==> src/rtl/lsu_pkg.sv <==
// Shared load/store unit types: access-width codes, tag struct, FSM states and
// the load result extension helper used on the writeback path.
`ifndef LSU_DEFINES_SVH
`define LSU_DEFINES_SVH
`define DATAWIDTH_BYTE  2'b00
`define DATAWIDTH_SHORT 2'b01
`define DATAWIDTH_WORD  2'b10
`endif

package lsu_pkg;

   localparam logic [1:0] DATAWIDTH_BYTE  = `DATAWIDTH_BYTE;
   localparam logic [1:0] DATAWIDTH_SHORT = `DATAWIDTH_SHORT;
   localparam logic [1:0] DATAWIDTH_WORD  = `DATAWIDTH_WORD;

   typedef enum logic {
      READY,
      STORE_HOLD
   } lsu_state_e;

   typedef struct packed {
      logic       valid;
      logic [3:0] rd;
      logic [1:0] width;
      logic       zext;
   } lsu_tag_t;

   // Memory returns data already rotated so the addressed byte sits at bit 0.
   function automatic logic [31:0] load_extend(input logic [31:0] raw,
                                               input logic [1:0]  width,
                                               input logic        zext);
      logic [31:0] result;
      result = raw;
      case (width)
         DATAWIDTH_BYTE:  result = zext ? {24'h0, raw[7:0]}  : {{24{raw[7]}}, raw[7:0]};
         DATAWIDTH_SHORT: result = zext ? {16'h0, raw[15:0]} : {{16{raw[15]}}, raw[15:0]};
         default:         result = raw;
      endcase
      return result;
   endfunction

endpackage

==> src/rtl/lsu_tag_pipe.sv <==
// Delay line carrying load tags alongside the memory read latency; flush
// invalidates everything in flight but still admits the incoming tag.
module lsu_tag_pipe
   import lsu_pkg::*;
#(
   parameter int DEPTH = 4
) (
   input  logic     clk,
   input  logic     rst,
   input  logic     flush,
   input  lsu_tag_t in_tag,
   output lsu_tag_t out_tag
);

   lsu_tag_t stage [DEPTH];

   always_ff @(posedge clk) begin
      if (rst) begin
         for (int i = 0; i < DEPTH; i++) begin
            stage[i] <= '0;
         end
      end else begin
         stage[0] <= in_tag;
         for (int i = 1; i < DEPTH; i++) begin
            stage[i] <= flush ? '0 : stage[i-1];
         end
      end
   end

   assign out_tag = stage[DEPTH-1];

endmodule

==> src/rtl/load_store_unit.sv <==
// Load/store unit: registers requests onto the memory group port, tracks load
// tags through the read latency and extends returned data for writeback.
module load_store_unit
   import lsu_pkg::*;
#(
   parameter  int DATA_DEPTH   = 4096,
   parameter  int READ_LATENCY = 3,
   localparam int MAW          = 2 + $clog2(DATA_DEPTH)
) (
   input  logic           clk,
   input  logic           rst,
   input  logic           req_valid,
   output logic           req_ready,
   input  logic           req_we,
   input  logic [1:0]     req_width,
   input  logic           req_unsigned,
   input  logic [31:0]    req_addr,
   input  logic [31:0]    req_wdata,
   input  logic [3:0]     req_rd,
   input  logic           flush,
   output logic           resp_valid,
   output logic [3:0]     resp_rd,
   output logic [31:0]    resp_data,
   output logic           fault,
   output logic           mem_we,
   output logic [1:0]     mem_data_width,
   output logic [MAW-1:0] mem_addr,
   output logic [31:0]    mem_write_data,
   input  logic [31:0]    mem_read_data
);

   lsu_state_e state;
   logic       mem_we_q;
   logic       req_illegal;
   logic       accept;
   logic       issue;
   lsu_tag_t   in_tag;
   lsu_tag_t   out_tag;

   assign req_illegal = (req_addr[31:MAW] != '0) || (req_width == 2'b11);
   assign req_ready   = (state == READY) && !rst;
   assign accept      = req_valid && req_ready;
   assign issue       = accept && !req_illegal;

   // Single-cycle STORE_HOLD stall lets the write land before any later load reads it.
   always_ff @(posedge clk) begin
      if (rst) begin
         state          <= READY;
         mem_we_q       <= 1'b0;
         fault          <= 1'b0;
         mem_addr       <= '0;
         mem_data_width <= '0;
         mem_write_data <= '0;
      end else begin
         mem_we_q <= issue && req_we;
         fault    <= accept && req_illegal;
         if (issue) begin
            mem_addr       <= req_addr[MAW-1:0];
            mem_data_width <= req_width;
            mem_write_data <= req_wdata;
         end
         case (state)
            READY:      state <= (issue && req_we) ? STORE_HOLD : READY;
            STORE_HOLD: state <= READY;
            default:    state <= READY;
         endcase
      end
   end

   // A reset arriving in the write cycle must still keep the memory untouched.
   assign mem_we = mem_we_q && !rst;

   always_comb begin
      in_tag       = '0;
      in_tag.valid = issue && !req_we;
      in_tag.rd    = req_rd;
      in_tag.width = req_width;
      in_tag.zext  = req_unsigned;
   end

   lsu_tag_pipe #(
      .DEPTH (READ_LATENCY + 1)
   ) u_tag_pipe (
      .clk     (clk),
      .rst     (rst),
      .flush   (flush),
      .in_tag  (in_tag),
      .out_tag (out_tag)
   );

   assign resp_valid = out_tag.valid;
   assign resp_rd    = out_tag.valid ? out_tag.rd : 4'h0;
   assign resp_data  = out_tag.valid ? load_extend(mem_read_data, out_tag.width, out_tag.zext) : 32'h0;

endmodule
==> config.mk <==
export PLATFORM = sky130hd
export DESIGN_NAME = load_store_unit
export DESIGN_NICKNAME = d
export VERILOG_FILES = /design/src/rtl/lsu_pkg.sv /design/src/rtl/lsu_tag_pipe.sv /design/src/rtl/load_store_unit.sv
export SDC_FILE = /design/constraint.sdc
export NUM_CORES = 1
export LEC_CHECK = 0
export BUFFER_PORTS_ARGS = -buffer_cell sky130_fd_sc_hd__buf_2
export CORE_ASPECT_RATIO = 0.5
export CORE_MARGIN = 5
export CORE_UTILIZATION = 42
export CTS_CLUSTER_SIZE = 24
export DETAILED_ROUTE_END_ITERATION = 10
export HOLD_SLACK_MARGIN = 0.15
export PLACE_DENSITY = 0.78
export SETUP_SLACK_MARGIN = 0.3
export SYNTH_ARGS = -nofsm -noshare
export SYNTH_HDL_FRONTEND = slang
export SYNTH_SLANG_ARGS = --single-unit
export TNS_END_PERCENT = 20
==> constraint.sdc <==
create_clock -name clk -period 4.5 [get_ports clk]
set_input_delay 1.35 -clock clk [delete_from_list [all_inputs] [get_ports clk]]
set_output_delay 1.35 -clock clk [all_outputs]
set_load 0.02 [all_outputs]
---- Word-level counts from Yosys, hierarchy flattened ----
Memories as Yosys holds them, arrays and structs flattened.
Index checks and enable logic that the tools add are counted.
storage, ports and cells
  word-level logic and storage cells ...... 44
  output and inout bits ................... 88
  input port bits ......................... 108
  memories kept ........................... 1
  memory bits (writable) .................. 32
  register bits after elaboration ......... 51
memories
  memory            depth  width  read ports  clocked after Yosys merged registers in  write ports  line                source
  u_tag_pipe.stage  4      8      4           0                                        4            lsu_tag_pipe.sv:15  lsu_tag_t stage [DEPTH];
cells by class
  equality and inequality tests ........... 2
  bitwise operators ....................... 5
  reductions and logical operators ........ 13
  muxes and demuxes ....................... 17
operator list
  cell                                            count
  2-to-1 mux 32 bit                               3
  case mux 32 bit (2 select lines)                1
  2-to-1 mux 8 bit                                7
  nonzero test 18 bit                             1
  logical AND 1 bit                               7
  2-to-1 mux 1 bit                                4
  2-to-1 mux 4 bit                                1
  bitwise OR 1 bit                                4
  logical NOT 1 bit                               3
  == test 2 x 1 -> 1 bit (second input constant)  1
  == test 2 bit (second input constant)           1
  logical NOT 2 bit                               1
  case mux 1 bit (2 select lines)                 1
  logical OR 1 bit                                1
  inverter 1 bit                                  1

---- Longest topological paths before layout ----
Gate-level depths: netlist (run 1).
  depth in word-level cells ............... 7
  mapped depth ............................ 6
  gate-level depth less buffers ........... 4

---- By module ----
Synthesis (run 1) repeated with hierarchy kept, for this count alone.
unflattened totals
  cell total of the unflattened synthesis .. 386
  area total of the unflattened synthesis .. 3,562.2 um^2
modules (own cells, without submodules)
  module           instances  cells an instance  area an instance (um^2)
  load_store_unit  1          317                2,542.4
  lsu_tag_pipe     1          69                 1,019.7

---- Worst setup path after synthesis (run 1) ----
Ideal clock, no wire load.
  path type ............................... input to output
  start ................................... in mem_read_data[7]
  end ..................................... out resp_data[10]
  slack ................................... 714 ps
  cell stages on the path ................. 3
  arrival ................................. 2,436 ps
  required time ........................... 3,150 ps
  path buffers ............................ 1
  path through ............................ or4b_1 -> clkbuf_1 -> a21boi_0
on the way
  word-level cells in the longest chain between the ends .. 3
ends and longest elaborated chain
  what                              line                   source
  from (decl)                       load_store_unit.sv:29  input logic [31:0] mem_read_data
  2-to-1 mux 32 bit                 lsu_pkg.sv:35          DATAWIDTH_BYTE: result = zext ? {24'h0, raw[7:0]} : {{24{raw[7]}}, raw[7:0]};
  case mux 32 bit (2 select lines)  lsu_pkg.sv:34          case (width)
  2-to-1 mux 32 bit                 load_store_unit.sv:93  assign resp_data = out_tag.valid ? load_extend(mem_read_data, out_tag.width, out_tag.zext) : 32'h0;
  to (decl)                         load_store_unit.sv:23  output logic [31:0] resp_data,
Every way passes these cells.

---- Worst setup path in the final report (run 1) ----
  start ................................... in mem_read_data[7]
  end ..................................... out resp_data[12]
Same word-level chain as after synthesis.

==> impl_results.md, run 1 <==
* Sum Neg Setup Slack at 0 ns
* Tmin final at between 3 and 4 ns
* Syn nets at between 400 and 500
* Final hold viol count at 0
* GRT Util Overall at between 15 and 20%
* Worst hold start: u_tag_pipe.stage[0][23]
* Std cell rows at 22
* Slew @ Worst Pin at 0.955 ns
* Drt wl/cell at ~14 um
* Post-DP HPWL at 6.53 mm
* VDD IR max at roughly 0.22 mV
* Area Overhead vs Synth at 39.3%
* F_max at 265 MHz
* Sequential area share after synthesis at between 50% and 60%
* Maximum Capacitance Violations at 0
* # hold bufs at CTS at 0
* Reg-to-reg slack, setup at approximately 2.7 ns
* CP startpoint kind: input port
* CTS Buffer Depth at 2
* Critical-path top delay cell: or4b_1
* CP arrival at around 2.4 ns
* CTS sink count at 83
* Post_cts resized at 0
* Grt ovf at 0
* Crit Reg-Reg Startpoint: state
* Relative slew slack at between 30% and 40%
* CTS H-tree lvls at 3
* Cell taking the most area after synthesis: dfxtp_1
* Post-Synthesis Cells at 377
* WS Path Type: input port to output pin
* Placed Area at approximately 0.0043 mm2
* Placed cell count at between 600 and 700
* Worst path most repeated cell: buf_2
* Largest net degree at the start of global routing at 48
* Main synth FF type: dfxtp_1
* CTS tree: yes
* Synth cell types at 24
* Starting Density at between 40 and 50%
* Full die area at 0.00981 mm2
* Ys Warns at 0
* Worst Setup End Kind: output pin
* DRC at 0
* Clk slew on worst S/H paths at roughly 0.060 ns
* Slowest cell delay on critical path at 0.58 ns
* Post-route cell area at between 0.004 and 0.005 mm2
* Top Family by Delay on Critical Path: simple AND/OR/NAND/NOR gates
* Critical Path, Cell by Cell: buf_2 > or4b_1 > a21boi_0 > buf_2
* Antenna diodes at 0
* Vias at approximately 3300
* Final wirelength at ~9.6 mm
* Drt via density at between 5 and 6
* Total CTS buffers at 9
* Power Dens Cells at around 340 mW/mm2
* Fin nets at between 600 and 700
* Clk root buf: clkbuf_16
* Crit path max fanout at 8
* Layout cells sized above 1 at 39.7%
* EDFF count, synth at 0
* Syn avg cell area at 8.73 um2
* Total I/O pin count at ~200
* Final weighted congestion in routability-driven placement at a little under 0.8
* First-pass GRT wire length at between 10 and 15 mm
* Fill cells at a little under 700
* Critical R2R Capture: mem_data_width[1]
* Yosys reg bits at 83
* Synthesized area at 0.00329 mm2
* Status: complete, no violations
* Clock Latency Late Sink at ~0.33 ns
* Hold Path Sink: u_tag_pipe.stage[0][31]
* Count of pins over their slew limit at 0
* Hold Crit Class: register to register
* Die Y at 72.6 um
* Initial antenna violation count at 0
* Leakage Power at approximately 0.0022 uW
* Share of the synthesized area in the top cell type at 50.5%
* Setup Viol. Count Final at 0
* Die Width at 135 um
* Hold path cells at 1
* Hold slack at 0.422 ns
* Post-Layout Cell Count at around 670
* Worst r2r path cells at 4
* DR iter-0 viols at approximately 220
* Req. time, crit path at about 3.2 ns
* Buf/Inv on CP at 2
* Period utilization at 84.0%
* Port-buffer cells at 195
* Routed Antenna Nets at 0
* Fin Clk Skew at roughly 0.0034 ns
* TritonRoute pass-1 iters at 8
* Unrepaired setup endpoints after global routing: false
* Core area at about 0.0075 mm2
* Synth area leaders: dfxtp_1 51%, a21oi_1 9.4%, nand4_1 8.7%
* Post-CTS Setup Inserts at 0
* Vias in the first global route at 3046
* Async S/R FF share, synth at 0%
==> area by class of cell <==
| class | count | area (um2) | share of cell area (%) |
|---|---|---|---|
| flip-flops and latches | 83 | 1660 | 36.3 |
| multi-input cells | 239 | 1370 | 29.9 |
| repair buffers | 202 | 1040 | 22.7 |
| clock buffers | 9 | 225 | 4.91 |
| well taps | 108 | 135 | 2.95 |
| clock inverters | 7 | 83.8 | 1.83 |
| inverters | 17 | 63.8 | 1.39 |
==> flip-flops by register name, indices dropped and copies added, names as in the netlist <==
register,count
state,1
mem_we_q,1
u_tag_pipe.stage,32
fault,1
mem_data_width,2
mem_write_data,32
mem_addr,14
==> cells in the final DEF, fill, tap and decap left out, drive strengths merged, types with 2 or more instances in the layout <==
cell,count
buf,202
dfxtp,83
a21oi,62
o21ai,55
nand4,46
and2,37
inv,20
nor2b,10
clkbuf,9
a21boi,9
nor2,6
nor4,4
nand3,3
mux2,2
clkinv,2
==> how the worst max path moves through the flow <==
| stage | slack, ns | end | depth (start not counted) | from |
|---|---|---|---|---|
| 2_1_floorplan | 0.71 | resp_data[10] | 3 | mem_read_data[7] |
| 3_3_place_gp | 0.77 | resp_data[9] | 4 | mem_read_data[7] |
| 5_1_grt | 0.64 | resp_data[12] | 4 | mem_read_data[7] |
| 6_report | 0.72 | resp_data[12] | 4 | mem_read_data[7] |
| 4_1_cts | 0.73 | resp_data[12] | 4 | mem_read_data[7] |
| 3_5_place_dp | 0.73 | resp_data[12] | 4 | mem_read_data[7] |
==> through the flow <==
step	util [%]	setup WS [ns]	total power (uW)
2_1_floorplan	-	0.714	786
3_3_place_gp	57.3	0.766	837
3_5_place_dp	57.3	0.727	839
4_1_cts	61.4	0.727	1580
5_1_grt	61.4	0.638	1620
6_report	61.4	0.722	1570
==> cell usage after synthesis (3+ instances only) <==
master	instances
nor2_1	6
dfxtp_1	83
nor2b_1	10
nor4_1	4
nand4_1	46
clkbuf_1	21
buf_4	4
and2_1	37
buf_2	8
buf_6	4
nand3_1	3
o21ai_0	54
a21oi_1	62
inv_1	17
a21boi_0	7
==> cells by family after synthesis <==
family	count (synthesis)	synth area share, %
flops	83	50.5
mux	3	0.989
simple gates	109	20.5
buf+inv	55	7.95
compound gates	127	20.1
==> layer usage <==
metal / up-vias / GRT usage, % / share of wire [%]
li1: 1687 / - / -
met1: 1507 / 20.7 / 40
met2: 132 / 32.9 / 50
met3: 17 / 5.65 / 7.7
met4: 0 / 6.37 / 1.7
met5: - / 0 / 0
==> worst reg2reg max path, cell delays in order (launching register included) <==
cell and delay (ns):
dfxtp_1 0.34, nor3b_4 0.21, buf_4 0.47, nand3_1 0.31
mux2_2 0.37
==> report_power, final <==
| group | switching, uW | leakage, uW | internal, uW |
|---|---|---|---|
| Combinational | 39.9 | 0.00136 | 41.1 |
| Clock | 303 | 0.000149 | 439 |
| Sequential | 1.45 | 0.000671 | 741 |
No activity file was read; power rests on OpenSTA's default activity.
==> run 2, diff against run 1 <==
--- a/config.mk
+++ b/config.mk
@@ -5,6 +5,7 @@
 export SDC_FILE = /design/constraint.sdc
 export NUM_CORES = 1
 export LEC_CHECK = 0
+export ABC_AREA = 1
 export BUFFER_PORTS_ARGS = -buffer_cell sky130_fd_sc_hd__buf_2
 export CORE_ASPECT_RATIO = 0.5
 export CORE_MARGIN = 5
@@ -12,7 +13,7 @@
 export CTS_CLUSTER_SIZE = 24
 export DETAILED_ROUTE_END_ITERATION = 10
 export HOLD_SLACK_MARGIN = 0.15
-export PLACE_DENSITY = 0.78
+export PLACE_DENSITY = 0.77
 export SETUP_SLACK_MARGIN = 0.3
 export SYNTH_ARGS = -nofsm -noshare
 export SYNTH_HDL_FRONTEND = slang
==> constraint.sdc (replaced) <==
create_clock -name clk -period 3.5 [get_ports clk]
set_input_delay 1.05 -clock clk [delete_from_list [all_inputs] [get_ports clk]]
set_output_delay 1.05 -clock clk [all_outputs]
set_load 0.02 [all_outputs]
==> impl_results.md, run 2 <==
* Top Registers: mem_write_data (32), u_tag_pipe.stage (32), mem_addr (14) (unchanged)
* CTS Buffer Depth at 2 (unchanged)
* Ys Warns at 0 (unchanged)
* Area Overhead vs Synth at 39.3% (about the same)
* Antenna diodes at 0 (unchanged)
* Yosys reg bits at 83 (unchanged)
* Placed cell count at 805 (was 649)
* EDFF count, synth at 0 (unchanged)
* CTS H-tree lvls at 3 (unchanged)
* Vias in the first global route at 2996 (was 3046)
* GRT Util Overall at 16.6% (was 18.2%)
* Grt ovf at 0 (unchanged)
* Most frequent cell after synthesis: nor2_1 (was dfxtp_1)
* Fin nets at 812 (was 660)
* Post_cts resized at 0 (unchanged)
* Unrepaired setup endpoints after global routing: false (unchanged)
* CP arrival at 2.00 ns (was 2.43 ns)
* Total I/O pin count at 196 (unchanged)
* Fill cells at 751 (was 675)
* VDD IR max at 0.229 mV (was 0.221 mV)
* Worst slack at placement at 0.453 ns (was 0.727 ns)
* Routed Antenna Nets at 0 (unchanged)
* Worst Slack Setup Final at 0.454 ns (was 0.722 ns)
* Port-buffer cells at 195 (unchanged)
* Starting Density at 42.9% (was 44.1%)
* First-pass GRT wire length at 13.1 mm (was 14.6 mm)
* Tmin final at 3.05 ns
* Final wirelength at 8.62 mm (was 9.57 mm)
* Async S/R FF share, synth at 0% (unchanged)
* Hold slack at 0.407 ns (was 0.422 ns)
* Drt via density at 4.09 (was 5.03)
* Clk slew on worst S/H paths at 0.06 ns (about the same)
* WS Path Type: input port to output pin (unchanged)
* # hold bufs at CTS at 0 (unchanged)
* Post-DP HPWL at 6.46 mm (was 6.53 mm)
* Post-Synthesis Cells at 519 (was 377)
* CTS tree: yes (unchanged)
* Layout cells sized above 1 at 31.2% (was 39.7%)
* Die Width at 137 um (was 135 um)
* Core Util, Final at 59.8% (was 61.4%)
* DRC at 0 (unchanged)
* Relative slew slack at 57.6% (was 36.1%)
* Crit path max fanout at 16 (was 8)
* Initial antenna violation count at 0 (unchanged)
* Final weighted congestion in routability-driven placement at 0.813 (was 0.778)
* Std cell rows at 23 (was 22)
* Main synth FF type: dfxtp_1 (unchanged)
* Drt wl/cell at 10.5 um (was 14.4 um)
* TritonRoute pass-1 iters at 4 (was 8)
* Power Dens Cells at 424 mW/mm2 (was 342 mW/mm2)
* CTS sink count at 83 (unchanged)
* Top cells by count, synth: 141 x nor2_1, 123 x nand2_1, 114 x inv_1 (was 83 x dfxtp_1, 62 x a21oi_1, 54 x o21ai_0)
* Clk root buf: clkbuf_16 (unchanged)
* Sum Neg Setup Slack at 0 ns (unchanged)
* Full die area at 0.0101 mm2 (was 0.00981 mm2)
* Cell taking the most area after synthesis: dfxtp_1 (unchanged)
* Largest net degree at the start of global routing at 54 (was 48)
* Final hold viol count at 0 (unchanged)
* Synthesized area at 0.00341 mm2 (was 0.00329 mm2)
* Leakage Power at 0.00294 uW (was 0.00218 uW)
* Fin Clk Skew at 0.00404 ns (was 0.00345 ns)
* Clock Latency Late Sink at 0.33 ns (about the same)
* Count of pins over their slew limit at 0 (unchanged)
* Setup Viol. Count Final at 0 (unchanged)
* Vias at 3358 (was 3343)
* CP startpoint kind: input port (unchanged)
* Post-CTS Setup Inserts at 0 (unchanged)
* Synth area leaders: dfxtp_1 49%, nor2_1 16%, nand2_1 14% (was dfxtp_1 51%, a21oi_1 9.4%, nand4_1 8.7%)
* Most common cell after layout, fill and taps aside: buf_2 (unchanged)
* Syn nets at 627 (was 485)
* Worst Setup End Kind: output pin (unchanged)
* Synth cell types at 17 (was 24)
* Hold Crit Class: register to register (unchanged)
* Period utilization at between 80% and 90%
* Core area at 0.00794 mm2 (was 0.00746 mm2)
* DR iter-0 viols at 123 (was 219)
* Slew @ Worst Pin at 0.634 ns (was 0.955 ns)
* F_max at roughly 330 MHz
* Share of the synthesized area in the top cell type at 48.8% (was 50.5%)
* Die Y at 73.7 um (was 72.6 um)
* Req. time, crit path at 2.45 ns (was 3.15 ns)
* Status: complete, no violations (unchanged)
* Sequential area share after synthesis at 48.8% (was 50.5%)
* Syn avg cell area at 6.56 um2 (was 8.73 um2)
* Commonest cells after routing, fill and taps aside: 195 x buf_2, 141 x nor2_1, 123 x nand2_1, 114 x inv_1, 83 x dfxtp_1 (was 195 x buf_2, 83 x dfxtp_1, 62 x a21oi_1, 54 x o21ai_0, 46 x nand4_1)
* Maximum Capacitance Violations at 0 (unchanged)
* Total CTS buffers at 9 (unchanged)
* Post-Layout Cell Count at 821 (was 665)
[run 2: cell count changes in the layout (fill, tap and decap cells not counted), moves of 5 or more]
cell and delta:
nand2_1 +123, nand4_1 -46, a21oi_1 -38, nor2b_1 -10, inv_1 +97, buf_4 -5, a21boi_0 -7, nor2_1 +135
and2_1 -36, o21ai_0 -54
[run 2: stage by stage]
stage	power [uW]	cell area, um2
after floorplan	1010	3410
after global placement	1070	4440
after detailed placement	1080	4440
after CTS	2050	4750
after global routing	2100	4750
final	2010	4750
[run 2: where the power goes]
group	internal [uW]	total, uW	switching, uW
clock	578	961	383
combinational	51.8	99.4	47.6
sequential	953	955	1.98
total	1580	2010	433
[run 2: worst max-delay path, cell delays in order]
cell and delay, ns:
buf_2 0.09, nand3_2 0.16, nand2_1 0.13, nand2_2 0.18
a21oi_1 0.19, buf_2 0.19
[run 2: logic make-up after synthesis]
logic type	Yosys count	share of synthesized area, %
buffers and inverters	137	15.9
flip-flops	83	48.8
AO/OA/AOI/OAI	25	3.71
AND/OR/NAND/NOR	274	31.6
[run 2: worst paths after layout]
kind / startpoint / cells past startpoint / to / slack [ns]
setup / recovery: mem_read_data[7] / 6 / resp_data[19] / 0.45
hold / removal: u_tag_pipe.stage[0][21] / 2 / u_tag_pipe.stage[0][29] / 0.41
setup reg to reg: state / 6 / mem_write_data[22] / 1.61
hold reg to reg: u_tag_pipe.stage[0][21] / 2 / u_tag_pipe.stage[0][29] / 0.41
[run 2: final cells by class]
class                      count  area, um2  area share (%)
clock buffer                  10        239            5.03
clock inverter                 6       71.3            1.50
inverter                     114        428            9.01
multi-input combinational    299       1200            25.4
sequential                    83       1660            35.0
tap                          112        140            2.95
timing repair buffer         197       1000            21.1
[run 2: layer usage]
| layer | global-route usage (%) | wire (um) | vias to the layer above |
|---|---|---|---|
| met5 | 0 | 0 | - |
| met4 | 7.74 | 219 | 0 |
| met3 | 5.75 | 653 | 22 |
| met2 | 33.4 | 4620 | 98 |
| met1 | 15.1 | 3130 | 1408 |
| li1 | - | - | 1830 |
